### config.mk
export PLATFORM = sky130hd
export DESIGN_NAME = line_ctrl_flat
export DESIGN_NICKNAME = d
export VERILOG_FILES = /design/src/rtl/line_ctrl_if.sv /design/src/rtl/line_ctrl.sv /design/src/flat_wrapper.sv
export SDC_FILE = /design/constraint.sdc
export NUM_CORES = 1
export LEC_CHECK = 0
export CORE_ASPECT_RATIO = 0.7
export CORE_MARGIN = 2
export CORE_UTILIZATION = 35
export DETAILED_ROUTE_END_ITERATION = 10
export GPL_TIMING_DRIVEN = 0
export HOLD_SLACK_MARGIN = 0.1
export PLACE_DENSITY = 0.85
export SLEW_MARGIN = 20
export SYNTH_ARGS = -nofsm -noshare
export SYNTH_HDL_FRONTEND = slang
export SYNTH_SLANG_ARGS = --single-unit
### constraint.sdc
create_clock -name clk -period 3.95 [get_ports clk]
set_input_delay 0.79 -clock clk [delete_from_list [all_inputs] [get_ports clk]]
set_output_delay 0.79 -clock clk [all_outputs]
set_load 0.02 [all_outputs]
### src/rtl/line_ctrl_if.sv
// Bundle of all non-clock signals between line_ctrl and its surroundings (CPU port, tag/data
// arrays, pmem port). master = surroundings, slave = line_ctrl.
interface line_ctrl_if;
    // Handshakes: cmem_read/cmem_write stay high until the one-cycle cmem_resp pulse;
    // pmem_read/pmem_write stay high until the one-cycle pmem_resp pulse.
    logic        cmem_read;
    logic        cmem_write;
    logic [4:0]  cmem_offset;
    logic [3:0]  cmem_byte_enable;
    logic [31:0] cmem_wdata;
    logic        cmem_resp;
    logic        cmem_err;
    logic        hit;
    logic        dirty;
    logic [4:0]  sel_offset;
    logic [3:0]  sel_byte_enable;
    logic [31:0] sel_wdata;
    logic        fill_sel;
    logic        data_we;
    logic        tag_we;
    logic        dirty_set;
    logic        dirty_clr;
    logic        victim_addr_sel;
    logic        pmem_read;
    logic        pmem_write;
    logic        pmem_resp;
    logic [31:0] perf_hits;
    logic [31:0] perf_misses;
    logic [31:0] perf_wbacks;
    logic [2:0]  dbg_state;

    modport master (
        output cmem_read, cmem_write, cmem_offset, cmem_byte_enable, cmem_wdata,
        output hit, dirty, pmem_resp,
        input  cmem_resp, cmem_err, sel_offset, sel_byte_enable, sel_wdata,
        input  fill_sel, data_we, tag_we, dirty_set, dirty_clr, victim_addr_sel,
        input  pmem_read, pmem_write, perf_hits, perf_misses, perf_wbacks, dbg_state
    );

    modport slave (
        input  cmem_read, cmem_write, cmem_offset, cmem_byte_enable, cmem_wdata,
        input  hit, dirty, pmem_resp,
        output cmem_resp, cmem_err, sel_offset, sel_byte_enable, sel_wdata,
        output fill_sel, data_we, tag_we, dirty_set, dirty_clr, victim_addr_sel,
        output pmem_read, pmem_write, perf_hits, perf_misses, perf_wbacks, dbg_state
    );
endinterface

### src/rtl/line_ctrl.sv
// Cache line-array port controller: tag check, dirty write-back, line fill, CPU response.
// Optional saturating performance counters when LINE_CTRL_PERF_EN is defined.
module line_ctrl #(
    parameter int TIMEOUT_CYC = 1023
) (
    input  logic        clk,
    input  logic        reset_n,
    line_ctrl_if.slave  bus
);
    typedef enum logic [2:0] {
        IDLE  = 3'd0,
        CHECK = 3'd1,
        WBACK = 3'd2,
        FILL  = 3'd3,
        RESP  = 3'd4
    } state_e;

    localparam int TW = 10;
    localparam logic [TW-1:0] TLAST = TW'(TIMEOUT_CYC - 1);

    state_e        state_q, state_d;
    logic          wr_q, wr_d;
    logic [4:0]    off_q, off_d;
    logic [3:0]    be_q, be_d;
    logic [31:0]   wd_q, wd_d;
    logic [TW-1:0] timer_q, timer_d;
    logic          err_q, err_d;

    logic       resp_c, err_c, fill_sel_c, data_we_c, tag_we_c;
    logic       dirty_set_c, dirty_clr_c, victim_c, pmem_read_c, pmem_write_c;
    logic [3:0] sel_be_c;

    always_comb begin
        state_d      = state_q;
        wr_d         = wr_q;
        off_d        = off_q;
        be_d         = be_q;
        wd_d         = wd_q;
        timer_d      = timer_q;
        err_d        = err_q;
        resp_c       = 1'b0;
        err_c        = 1'b0;
        fill_sel_c   = 1'b0;
        data_we_c    = 1'b0;
        tag_we_c     = 1'b0;
        dirty_set_c  = 1'b0;
        dirty_clr_c  = 1'b0;
        victim_c     = 1'b0;
        pmem_read_c  = 1'b0;
        pmem_write_c = 1'b0;
        sel_be_c     = 4'b0;
        case (state_q)
            IDLE: begin
                if (bus.cmem_read || bus.cmem_write) begin
                    // A simultaneous read+write is a write.
                    wr_d    = bus.cmem_write;
                    off_d   = bus.cmem_offset;
                    be_d    = bus.cmem_byte_enable;
                    wd_d    = bus.cmem_wdata;
                    err_d   = 1'b0;
                    state_d = CHECK;
                end
            end
            CHECK: begin
                timer_d = '0;
                if (bus.hit) begin
                    if (wr_q) begin
                        data_we_c   = 1'b1;
                        dirty_set_c = 1'b1;
                        sel_be_c    = be_q;
                    end
                    state_d = RESP;
                end else if (bus.dirty) begin
                    state_d = WBACK;
                end else begin
                    state_d = FILL;
                end
            end
            WBACK: begin
                pmem_write_c = 1'b1;
                victim_c     = 1'b1;
                if (bus.pmem_resp) begin
                    timer_d = '0;
                    state_d = FILL;
                end else if (timer_q == TLAST) begin
                    err_d   = 1'b1;
                    state_d = RESP;
                end else begin
                    timer_d = timer_q + 1'b1;
                end
            end
            FILL: begin
                pmem_read_c = 1'b1;
                // A response arriving on the timeout cycle still completes the fill.
                if (bus.pmem_resp) begin
                    data_we_c   = 1'b1;
                    fill_sel_c  = 1'b1;
                    tag_we_c    = 1'b1;
                    dirty_clr_c = 1'b1;
                    state_d     = CHECK;
                end else if (timer_q == TLAST) begin
                    err_d   = 1'b1;
                    state_d = RESP;
                end else begin
                    timer_d = timer_q + 1'b1;
                end
            end
            RESP: begin
                resp_c  = 1'b1;
                err_c   = err_q;
                state_d = IDLE;
            end
            default: state_d = IDLE;
        endcase
    end

    always_ff @(posedge clk or negedge reset_n) begin
        if (!reset_n) begin
            state_q <= IDLE;
            wr_q    <= 1'b0;
            off_q   <= '0;
            be_q    <= '0;
            wd_q    <= '0;
            timer_q <= '0;
            err_q   <= 1'b0;
        end else begin
            state_q <= state_d;
            wr_q    <= wr_d;
            off_q   <= off_d;
            be_q    <= be_d;
            wd_q    <= wd_d;
            timer_q <= timer_d;
            err_q   <= err_d;
        end
    end

    assign bus.cmem_resp       = resp_c;
    assign bus.cmem_err        = err_c;
    assign bus.sel_offset      = off_q;
    assign bus.sel_byte_enable = sel_be_c;
    assign bus.sel_wdata       = wd_q;
    assign bus.fill_sel        = fill_sel_c;
    assign bus.data_we         = data_we_c;
    assign bus.tag_we          = tag_we_c;
    assign bus.dirty_set       = dirty_set_c;
    assign bus.dirty_clr       = dirty_clr_c;
    assign bus.victim_addr_sel = victim_c;
    assign bus.pmem_read       = pmem_read_c;
    assign bus.pmem_write      = pmem_write_c;
    assign bus.dbg_state       = state_q;

`ifdef LINE_CTRL_PERF_EN
    // rechk marks the CHECK that follows a fill so its hit is not counted twice.
    logic        rechk_q, rechk_d;
    logic [31:0] hits_q, hits_d;
    logic [31:0] misses_q, misses_d;
    logic [31:0] wbacks_q, wbacks_d;

    always_comb begin
        rechk_d  = rechk_q;
        hits_d   = hits_q;
        misses_d = misses_q;
        wbacks_d = wbacks_q;
        if (state_q == IDLE) rechk_d = 1'b0;
        if (state_q == FILL && bus.pmem_resp) rechk_d = 1'b1;
        if (state_q == CHECK) begin
            if (bus.hit) begin
                if (!rechk_q && hits_q != 32'hFFFF_FFFF) hits_d = hits_q + 32'd1;
            end else if (misses_q != 32'hFFFF_FFFF) begin
                misses_d = misses_q + 32'd1;
            end
        end
        if (state_q == WBACK && bus.pmem_resp && wbacks_q != 32'hFFFF_FFFF)
            wbacks_d = wbacks_q + 32'd1;
    end

    always_ff @(posedge clk or negedge reset_n) begin
        if (!reset_n) begin
            rechk_q  <= 1'b0;
            hits_q   <= '0;
            misses_q <= '0;
            wbacks_q <= '0;
        end else begin
            rechk_q  <= rechk_d;
            hits_q   <= hits_d;
            misses_q <= misses_d;
            wbacks_q <= wbacks_d;
        end
    end

    assign bus.perf_hits   = hits_q;
    assign bus.perf_misses = misses_q;
    assign bus.perf_wbacks = wbacks_q;
`else
    assign bus.perf_hits   = '0;
    assign bus.perf_misses = '0;
    assign bus.perf_wbacks = '0;
`endif
endmodule

### src/flat_wrapper.sv
// flat-port wrapper written by rule: the top's interface ports become plain ports
module line_ctrl_flat 
#(
    parameter int TIMEOUT_CYC = 1023
)
  (clk, reset_n, bus_cmem_read, bus_cmem_write, bus_cmem_offset, bus_cmem_byte_enable, bus_cmem_wdata, bus_hit, bus_dirty, bus_pmem_resp, bus_cmem_resp, bus_cmem_err, bus_sel_offset, bus_sel_byte_enable, bus_sel_wdata, bus_fill_sel, bus_data_we, bus_tag_we, bus_dirty_set, bus_dirty_clr, bus_victim_addr_sel, bus_pmem_read, bus_pmem_write, bus_perf_hits, bus_perf_misses, bus_perf_wbacks, bus_dbg_state);
  line_ctrl_if bus_i ();
  input  logic clk;
  input  logic reset_n;
  input wire logic [$bits(bus_i.cmem_read)-1:0] bus_cmem_read;
  input wire logic [$bits(bus_i.cmem_write)-1:0] bus_cmem_write;
  input wire logic [$bits(bus_i.cmem_offset)-1:0] bus_cmem_offset;
  input wire logic [$bits(bus_i.cmem_byte_enable)-1:0] bus_cmem_byte_enable;
  input wire logic [$bits(bus_i.cmem_wdata)-1:0] bus_cmem_wdata;
  input wire logic [$bits(bus_i.hit)-1:0] bus_hit;
  input wire logic [$bits(bus_i.dirty)-1:0] bus_dirty;
  input wire logic [$bits(bus_i.pmem_resp)-1:0] bus_pmem_resp;
  output wire logic [$bits(bus_i.cmem_resp)-1:0] bus_cmem_resp;
  output wire logic [$bits(bus_i.cmem_err)-1:0] bus_cmem_err;
  output wire logic [$bits(bus_i.sel_offset)-1:0] bus_sel_offset;
  output wire logic [$bits(bus_i.sel_byte_enable)-1:0] bus_sel_byte_enable;
  output wire logic [$bits(bus_i.sel_wdata)-1:0] bus_sel_wdata;
  output wire logic [$bits(bus_i.fill_sel)-1:0] bus_fill_sel;
  output wire logic [$bits(bus_i.data_we)-1:0] bus_data_we;
  output wire logic [$bits(bus_i.tag_we)-1:0] bus_tag_we;
  output wire logic [$bits(bus_i.dirty_set)-1:0] bus_dirty_set;
  output wire logic [$bits(bus_i.dirty_clr)-1:0] bus_dirty_clr;
  output wire logic [$bits(bus_i.victim_addr_sel)-1:0] bus_victim_addr_sel;
  output wire logic [$bits(bus_i.pmem_read)-1:0] bus_pmem_read;
  output wire logic [$bits(bus_i.pmem_write)-1:0] bus_pmem_write;
  output wire logic [$bits(bus_i.perf_hits)-1:0] bus_perf_hits;
  output wire logic [$bits(bus_i.perf_misses)-1:0] bus_perf_misses;
  output wire logic [$bits(bus_i.perf_wbacks)-1:0] bus_perf_wbacks;
  output wire logic [$bits(bus_i.dbg_state)-1:0] bus_dbg_state;
  assign bus_i.cmem_read = bus_cmem_read;
  assign bus_i.cmem_write = bus_cmem_write;
  assign bus_i.cmem_offset = bus_cmem_offset;
  assign bus_i.cmem_byte_enable = bus_cmem_byte_enable;
  assign bus_i.cmem_wdata = bus_cmem_wdata;
  assign bus_i.hit = bus_hit;
  assign bus_i.dirty = bus_dirty;
  assign bus_i.pmem_resp = bus_pmem_resp;
  assign bus_cmem_resp = bus_i.cmem_resp;
  assign bus_cmem_err = bus_i.cmem_err;
  assign bus_sel_offset = bus_i.sel_offset;
  assign bus_sel_byte_enable = bus_i.sel_byte_enable;
  assign bus_sel_wdata = bus_i.sel_wdata;
  assign bus_fill_sel = bus_i.fill_sel;
  assign bus_data_we = bus_i.data_we;
  assign bus_tag_we = bus_i.tag_we;
  assign bus_dirty_set = bus_i.dirty_set;
  assign bus_dirty_clr = bus_i.dirty_clr;
  assign bus_victim_addr_sel = bus_i.victim_addr_sel;
  assign bus_pmem_read = bus_i.pmem_read;
  assign bus_pmem_write = bus_i.pmem_write;
  assign bus_perf_hits = bus_i.perf_hits;
  assign bus_perf_misses = bus_i.perf_misses;
  assign bus_perf_wbacks = bus_i.perf_wbacks;
  assign bus_dbg_state = bus_i.dbg_state;
  line_ctrl #(.TIMEOUT_CYC(TIMEOUT_CYC)) u_core (.clk(clk), .reset_n(reset_n), .bus(bus_i));
endmodule
==> out/qor.csv, run 1 <==
metric,value,unit
initial antenna violation count,0,
Max VDD drop,0.405,mV
metal2 WL,3860,µm
Sequential Power Share,30.8,%
Worst setup EP type,output port,
Via density,3.97,
total power,3140,µW
DP Worst Slack,-136,ps
status,completed,
Yosys reg bits,56,
portion of total power attributed to the clock network,14.4,%
R2R Path Start,u_core.bus.dbg_state[2]$_DFFE_PN0P_,
setup TNS,0,ps
row count,29,
first-pass GRT wire length,11800,µm
synth warn,0,
Clock Skew,5.53,ps
max_slew headroom,52.6,%
Worst Reg-to-Reg Cells,6,
htree depth,2,
worst reg2reg path endpoint,u_core.bus.sel_wdata[8]$_DFFE_PN0P_,
number of max-cap violations,0,
gr ovfl total,0,
Comb pwr share,54.8,%
Min-Delay Path Class,flip-flop to flip-flop,
Sink Count,56,
Synth Cell Area,3230,µm²
Total GRT Usage,14.8,%
# setup viols final,0,
vias in the first global route,2413,
clock period minus worst slack,3520,ps
DR iter-0 viols,71,
Int Pwr,1930,µW
post-route cell area,4900,µm²
CTS tree,yes,
top sig layer,met4,
Yosys cell types,43,
Switch Pwr,1200,µW
Mean Syn Cell Area,11.0,µm²
Post-Route WL,7400,µm
WL per Instance,11.9,µm
TritonRoute pass-1 iters,4,
worst hold stages,1,
CP arrival,2730,ps
maximum clock path buffer count,2,
worst setup path class,input pin to output port,
Reg2Reg Setup Slack,1970,ps
detailed placement HPWL,5970,µm
ant diodes,0,
Slew Limit Fails,0,
measured slew at the worst slew-check pin,710,ps
layout cells sized above 1,33.7,%
DR WL met3,679,µm
Final WS setup,434,ps
worst-path fanout max,6,
Achievable Freq,0.284,GHz
WL met1,2790,µm
final net count,547,
hold slack,505,ps
CTS Buf Count,5,
"CTS clk-pin slew, worst paths",70,ps
leakage power,0.00240,µW
Initial Util,35.8,%
Post CTS Setup Buffer Count,0,
Die Ht,84.3,µm
Power Density,640,nW/µm²
clk root buf,clkbuf_16,
placed cell area,4750,µm²
via count,2472,
Sw Share,38.4,%
I/O Buffers,101,
total die area,10000,µm²
most frequent cells in the layout,"100 x buf_4, 100 x clkdlybuf4s50_1, 96 x conb_1",
"Hold Vio Cnt, Final",0,
"Req. time, crit path",3160,ps
remaining antenna violation count,0,
largest net degree at the start of global routing,57,
CP endpoint,bus_data_we,
width of the die,119,µm
Worst-Skew Late Latency,300,ps
I/O Pins,198,
Core Box Area,9000,µm²
Critical Path Start Type,input pin,
register area share after synthesis,43.4,%
Post-Syn Instances,294,
Final period util,89.0,%
routability cong.,0.748,
synth-to-layout area growth,51.9,%
CP startpoint,bus_hit,
RSZ-0062 raised after global routing,no,
residual DRC count,0,
==> cells by family (layout without fill, tap and decap cells) <==
logic type	Yosys count	count (layout)	share of synthesized area, %
other	1	96	0.116
AO/OA/AOI/OAI	33	33	6.71
multiplexers	41	41	14.3
AND/OR/NAND/NOR	49	49	9.35
adder cells (fa/ha/maj)	2	2	0.776
flip-flops	56	56	43.4
buffers and inverters	112	221	25.3
==> state kept, by name (all words and copies together) (netlist names) <==
register	cells
u_core.err_q	1
u_core.be_q	4
u_core.wr_q	1
u_core.timer_q	10
u_core.bus.sel_wdata	32
u_core.bus.sel_offset	5
u_core.bus.dbg_state	3
==> layer usage <==
| layer | vias to the layer above | global-route usage (%) |
|---|---|---|
| li1 | 1219 | - |
| met1 | 1136 | 16.1 |
| met2 | 108 | 27.4 |
| met3 | 9 | 5.30 |
| met4 | 0 | 3.79 |
| met5 | - | 0 |
==> cells in the mapped netlist, drive strengths merged <==
cell     number  share of area (%)
a211oi        1               0.23
a21o          1               0.27
a21oi        10                1.6
a22o          1               0.27
a31oi         3               0.58
and2          8                1.6
and3          7                1.6
and4          2               0.58
buf         108                 25
clkbuf        1               0.12
conb          1               0.12
dfrtp        56                 43
ha            2               0.78
inv           3               0.35
mux2         41                 14
nand2         4               0.47
nand2b        2               0.39
nand3         9                1.4
nand4         2               0.39
nor2          4               0.47
nor2b         1               0.19
nor3          2               0.31
nor3b         2               0.62
nor4b         1               0.27
o211ai        2               0.47
o21a          1               0.23
o21ai         5               0.78
o21ba         1               0.31
o2bb2ai       1               0.27
o311ai        1               0.27
o31ai         4               0.93
o41ai         2               0.54
or2           1               0.19
or3           1               0.19
or3b          1               0.27
or4           2               0.47
==> metrics by stage <==
step                utilization, %  std cells
floorplan                        -        389
global placement              52.8        614
detailed placement            52.7        614
CTS                           54.4        622
global route                  54.4        622
finish                        54.4        622
==> cell type report <==
cell class                      instances  area, µm²
Timing Repair Buffer                  101       1010
Sequential cell                        56       1400
Inverter                                3       11.3
Buffer                                109        805
Tap cell                              124        155
Clock buffer                            5        125
Fill cell                             806       4100
Multi-Input combinational cell        221       1370
Clock inverter                          3       22.5
==> worst max-delay path, stage by stage <==
cell             delay, ps
clkdlybuf4s50_1        500
nor4b_2                520
and2_1                 220
or2_2                  100
clkdlybuf4s50_1        590
==> power by group through the flow <==
stage | sequential, µW | clock, µW | combinational, µW
after floorplan | 1210 | 0 | 775
final | 966 | 453 | 1720
after global routing | 1010 | 493 | 1840
after CTS | 970 | 466 | 1730
after detailed placement | 975 | 0 | 1730
after global placement | 955 | 0 | 1680
==> worst min path at each step <==
stage	startpoint	end	slack, ps
after floorplan	u_core.err_q$_DFFE_PN0P_	u_core.err_q$_DFFE_PN0P_	450
after global placement	u_core.be_q[1]$_DFFE_PN0P_	u_core.be_q[1]$_DFFE_PN0P_	480
after detailed placement	u_core.bus.sel_wdata[24]$_DFFE_PN0P_	u_core.bus.sel_wdata[24]$_DFFE_PN0P_	500
after CTS	u_core.bus.sel_wdata[26]$_DFFE_PN0P_	u_core.bus.sel_wdata[26]$_DFFE_PN0P_	510
after global routing	u_core.bus.sel_offset[4]$_DFFE_PN0P_	u_core.bus.sel_offset[4]$_DFFE_PN0P_	530
final	u_core.be_q[0]$_DFFE_PN0P_	u_core.be_q[0]$_DFFE_PN0P_	510
==> repair_timing <==
action | CTS | global route
resized for setup | 1 | 0
endpoints found under the hold margin | 0 | 0
endpoints found under the setup margin | 6 | 0
hold buffers | 0 | 0
Power figures use the tool's default switching activity.
==> inputs of run 2 (changes only) <==
Settings changed: TNS_END_PERCENT set to 10.
==> results of run 2 <==
The final DEF is identical to that of run 1; final timing and power are the same.
==> inputs of run 3 (changes only) <==
Settings changed: PLACE_DENSITY 0.85 to 0.77.
==> run 3 against run 2 <==
Net effect: flip-flop and latch count is the same; via count shrank 0.61%; clock skew is essentially flat; clock power grew 12%.
==> out/qor.csv, run 3 (synthesized netlist as in run 1, its figures left out) <==
metric,value,unit,change
Sink Count,56,,unchanged
Max VDD drop,0.436,mV,+7.5%
Via density,3.95,,-0.61%
detailed placement HPWL,5710,µm,-4.3%
Power Density,647,nW/µm²,+1.1%
WL per Instance,11.6,µm,-2.3%
max_slew headroom,51.4,%,-1.2 points
"most used cell, CP",clkdlybuf4s50_1,,
worst reg2reg path endpoint,u_core.bus.sel_offset[2]$_DFFE_PN0P_,,
vias in the first global route,2369,,-1.8%
# setup viols final,0,,unchanged
Reg2Reg Setup Slack,1960,ps,about the same
DR iter-0 viols,66,,-7.0%
Post-Route WL,7220,µm,-2.3%
Crit path max-delay family,buffers and inverters,,
maximum clock path buffer count,2,,unchanged
PostCTS Resize Cnt,1,,unchanged
gr ovfl total,0,,unchanged
Post CTS Setup Buffer Count,0,,unchanged
TritonRoute pass-1 iters,4,,unchanged
synth-to-layout area growth,52.5,%,
Worst Reg-to-Reg Cells,6,,unchanged
Total GRT Usage,14.8,%,+0.023 points
hold-critical path endpoint,u_core.err_q$_DFFE_PN0P_,,
initial antenna violation count,0,,unchanged
clock period minus worst slack,3590,ps,+71.2 ps
worst setup path class,input pin to output port,,
Worst setup EP type,output port,,
Worst-Skew Late Latency,300,ps,about the same
"Req. time, crit path",3160,ps,about the same
worst path buffer plus inverter count,2,,unchanged
width of the die,119,µm,unchanged
Initial Util,35.8,%,unchanged
Final period util,90.8,%,+1.8 points
htree depth,2,,unchanged
Max stage delay on crit path,590,ps,about the same
Core Box Area,9000,µm²,unchanged
number of max-cap violations,0,,unchanged
leakage power,0.00240,µW,+0.30%
"CTS clk-pin slew, worst paths",70,ps,about the same
Clock Skew,5.80,ps,+0.263 ps
worst-path fanout max,6,,unchanged
row count,29,,unchanged
setup TNS,0,ps,unchanged
Die Ht,84.3,µm,unchanged
routability cong.,0.789,,+5.4%
clk root buf,clkbuf_16,,
status,completed,,
Min-Delay Path Class,flip-flop to flip-flop,,
layout cells sized above 1,33.5,%,-0.20 points
Achievable Freq,0.279,GHz,-2.0%
hold path startpoint,u_core.err_q$_DFFE_PN0P_,,
final net count,547,,unchanged
residual DRC count,0,,unchanged
total die area,10000,µm²,unchanged
I/O Pins,198,,unchanged
max reg flops,32,,unchanged
RSZ-0062 raised after global routing,no,,
R2R Path Start,u_core.bus.dbg_state[2]$_DFFE_PN0P_,,
measured slew at the worst slew-check pin,729,ps,+18.3 ps
"Hold Vio Cnt, Final",0,,unchanged
I/O Buffers,101,,unchanged
Finished Core Util,54.7,%,+0.22 points
worst hold stages,2,,+1
largest net degree at the start of global routing,57,,unchanged
remaining antenna violation count,0,,unchanged
CP arrival,2800,ps,+70 ps
hold slack,483,ps,-21.7 ps
most frequent cells in the layout,"100 x buf_4, 100 x clkdlybuf4s50_1, 96 x conb_1",,
CTS tree,yes,,
first-pass GRT wire length,11800,µm,about the same
CTS Buf Count,5,,unchanged
Critical Path Start Type,input pin,,
Fill cells,792,,-1.7%
ant diodes,0,,unchanged
Slew Limit Fails,0,,unchanged
slowest CP cell,clkdlybuf4s50_1,,
via count,2457,,-0.61%
crit path cell chain,clkdlybuf4s50_1 -> nor4b_2 -> and2_1 -> or2_2 -> clkdlybuf4s50_1,,
CTS Hold Bufs,0,,unchanged
## run 3: changes by cell type in the layout (fill, tap and decap cells not counted), sizes merged
cell | previous run | this run
bufinv | 0 | 1
clkbuf | 6 | 7
clkinv | 2 | 0
## run 3: layer usage
| metal | routed length [µm] | GRT usage, % | vias to the layer above |
|---|---|---|---|
| met5 | 0 | 0 | - |
| met4 | 105 | 5.41 | 0 |
| met3 | 705 | 6.25 | 10 |
| met2 | 3450 | 23.9 | 97 |
| met1 | 2960 | 17.8 | 1127 |
| li1 | - | - | 1223 |
## run 3: layout make-up
cell class	count	area (µm²)	area share (%)
Sequential cell	56	1400	28.5
Multi-Input combinational cell	221	1370	27.9
Timing Repair Buffer	101	1010	20.5
Buffer	109	805	16.4
Tap cell	124	155	3.15
Clock buffer	6	129	2.62
Clock inverter	2	38.8	0.788
Inverter	3	11.3	0.229
## run 3: worst max-delay path by stage
stage / to / depth (start not counted) / slack, ps / startpoint
2_1_floorplan: bus_data_we / 3 / 1390 / bus_hit
3_3_place_gp: bus_data_we / 5 / -3 / bus_hit
3_5_place_dp: bus_data_we / 5 / -50 / bus_hit
4_1_cts: bus_data_we / 5 / 360 / bus_hit
5_1_grt: bus_data_we / 5 / 240 / bus_hit
6_report: bus_data_we / 5 / 360 / bus_hit
## run 3: tightest hold or removal path, delay by kind of cell (launching register included)
family	cells	cell delay [ps]
flip-flops	1	340
AND/OR/NAND/NOR	1	70
AO/OA/AOI/OAI	1	40
## run 3: report_power, final
part           total [µW]  switching [µW]  internal (µW)
clock                 509             206            302
sequential            961             137            824
combinational        1710             842            870
total                3180            1190           2000
## run 3: per-stage QoR
stage,setup slack (ps),std cells,instance area [µm²],power [µW]
5_1_grt,237,622,4920,3390
3_3_place_gp,-2.87,614,4750,2640
4_1_cts,355,622,4920,3220
3_5_place_dp,-53.0,614,4750,2690
2_1_floorplan,1390,389,3580,1990
6_report,363,622,4920,3180
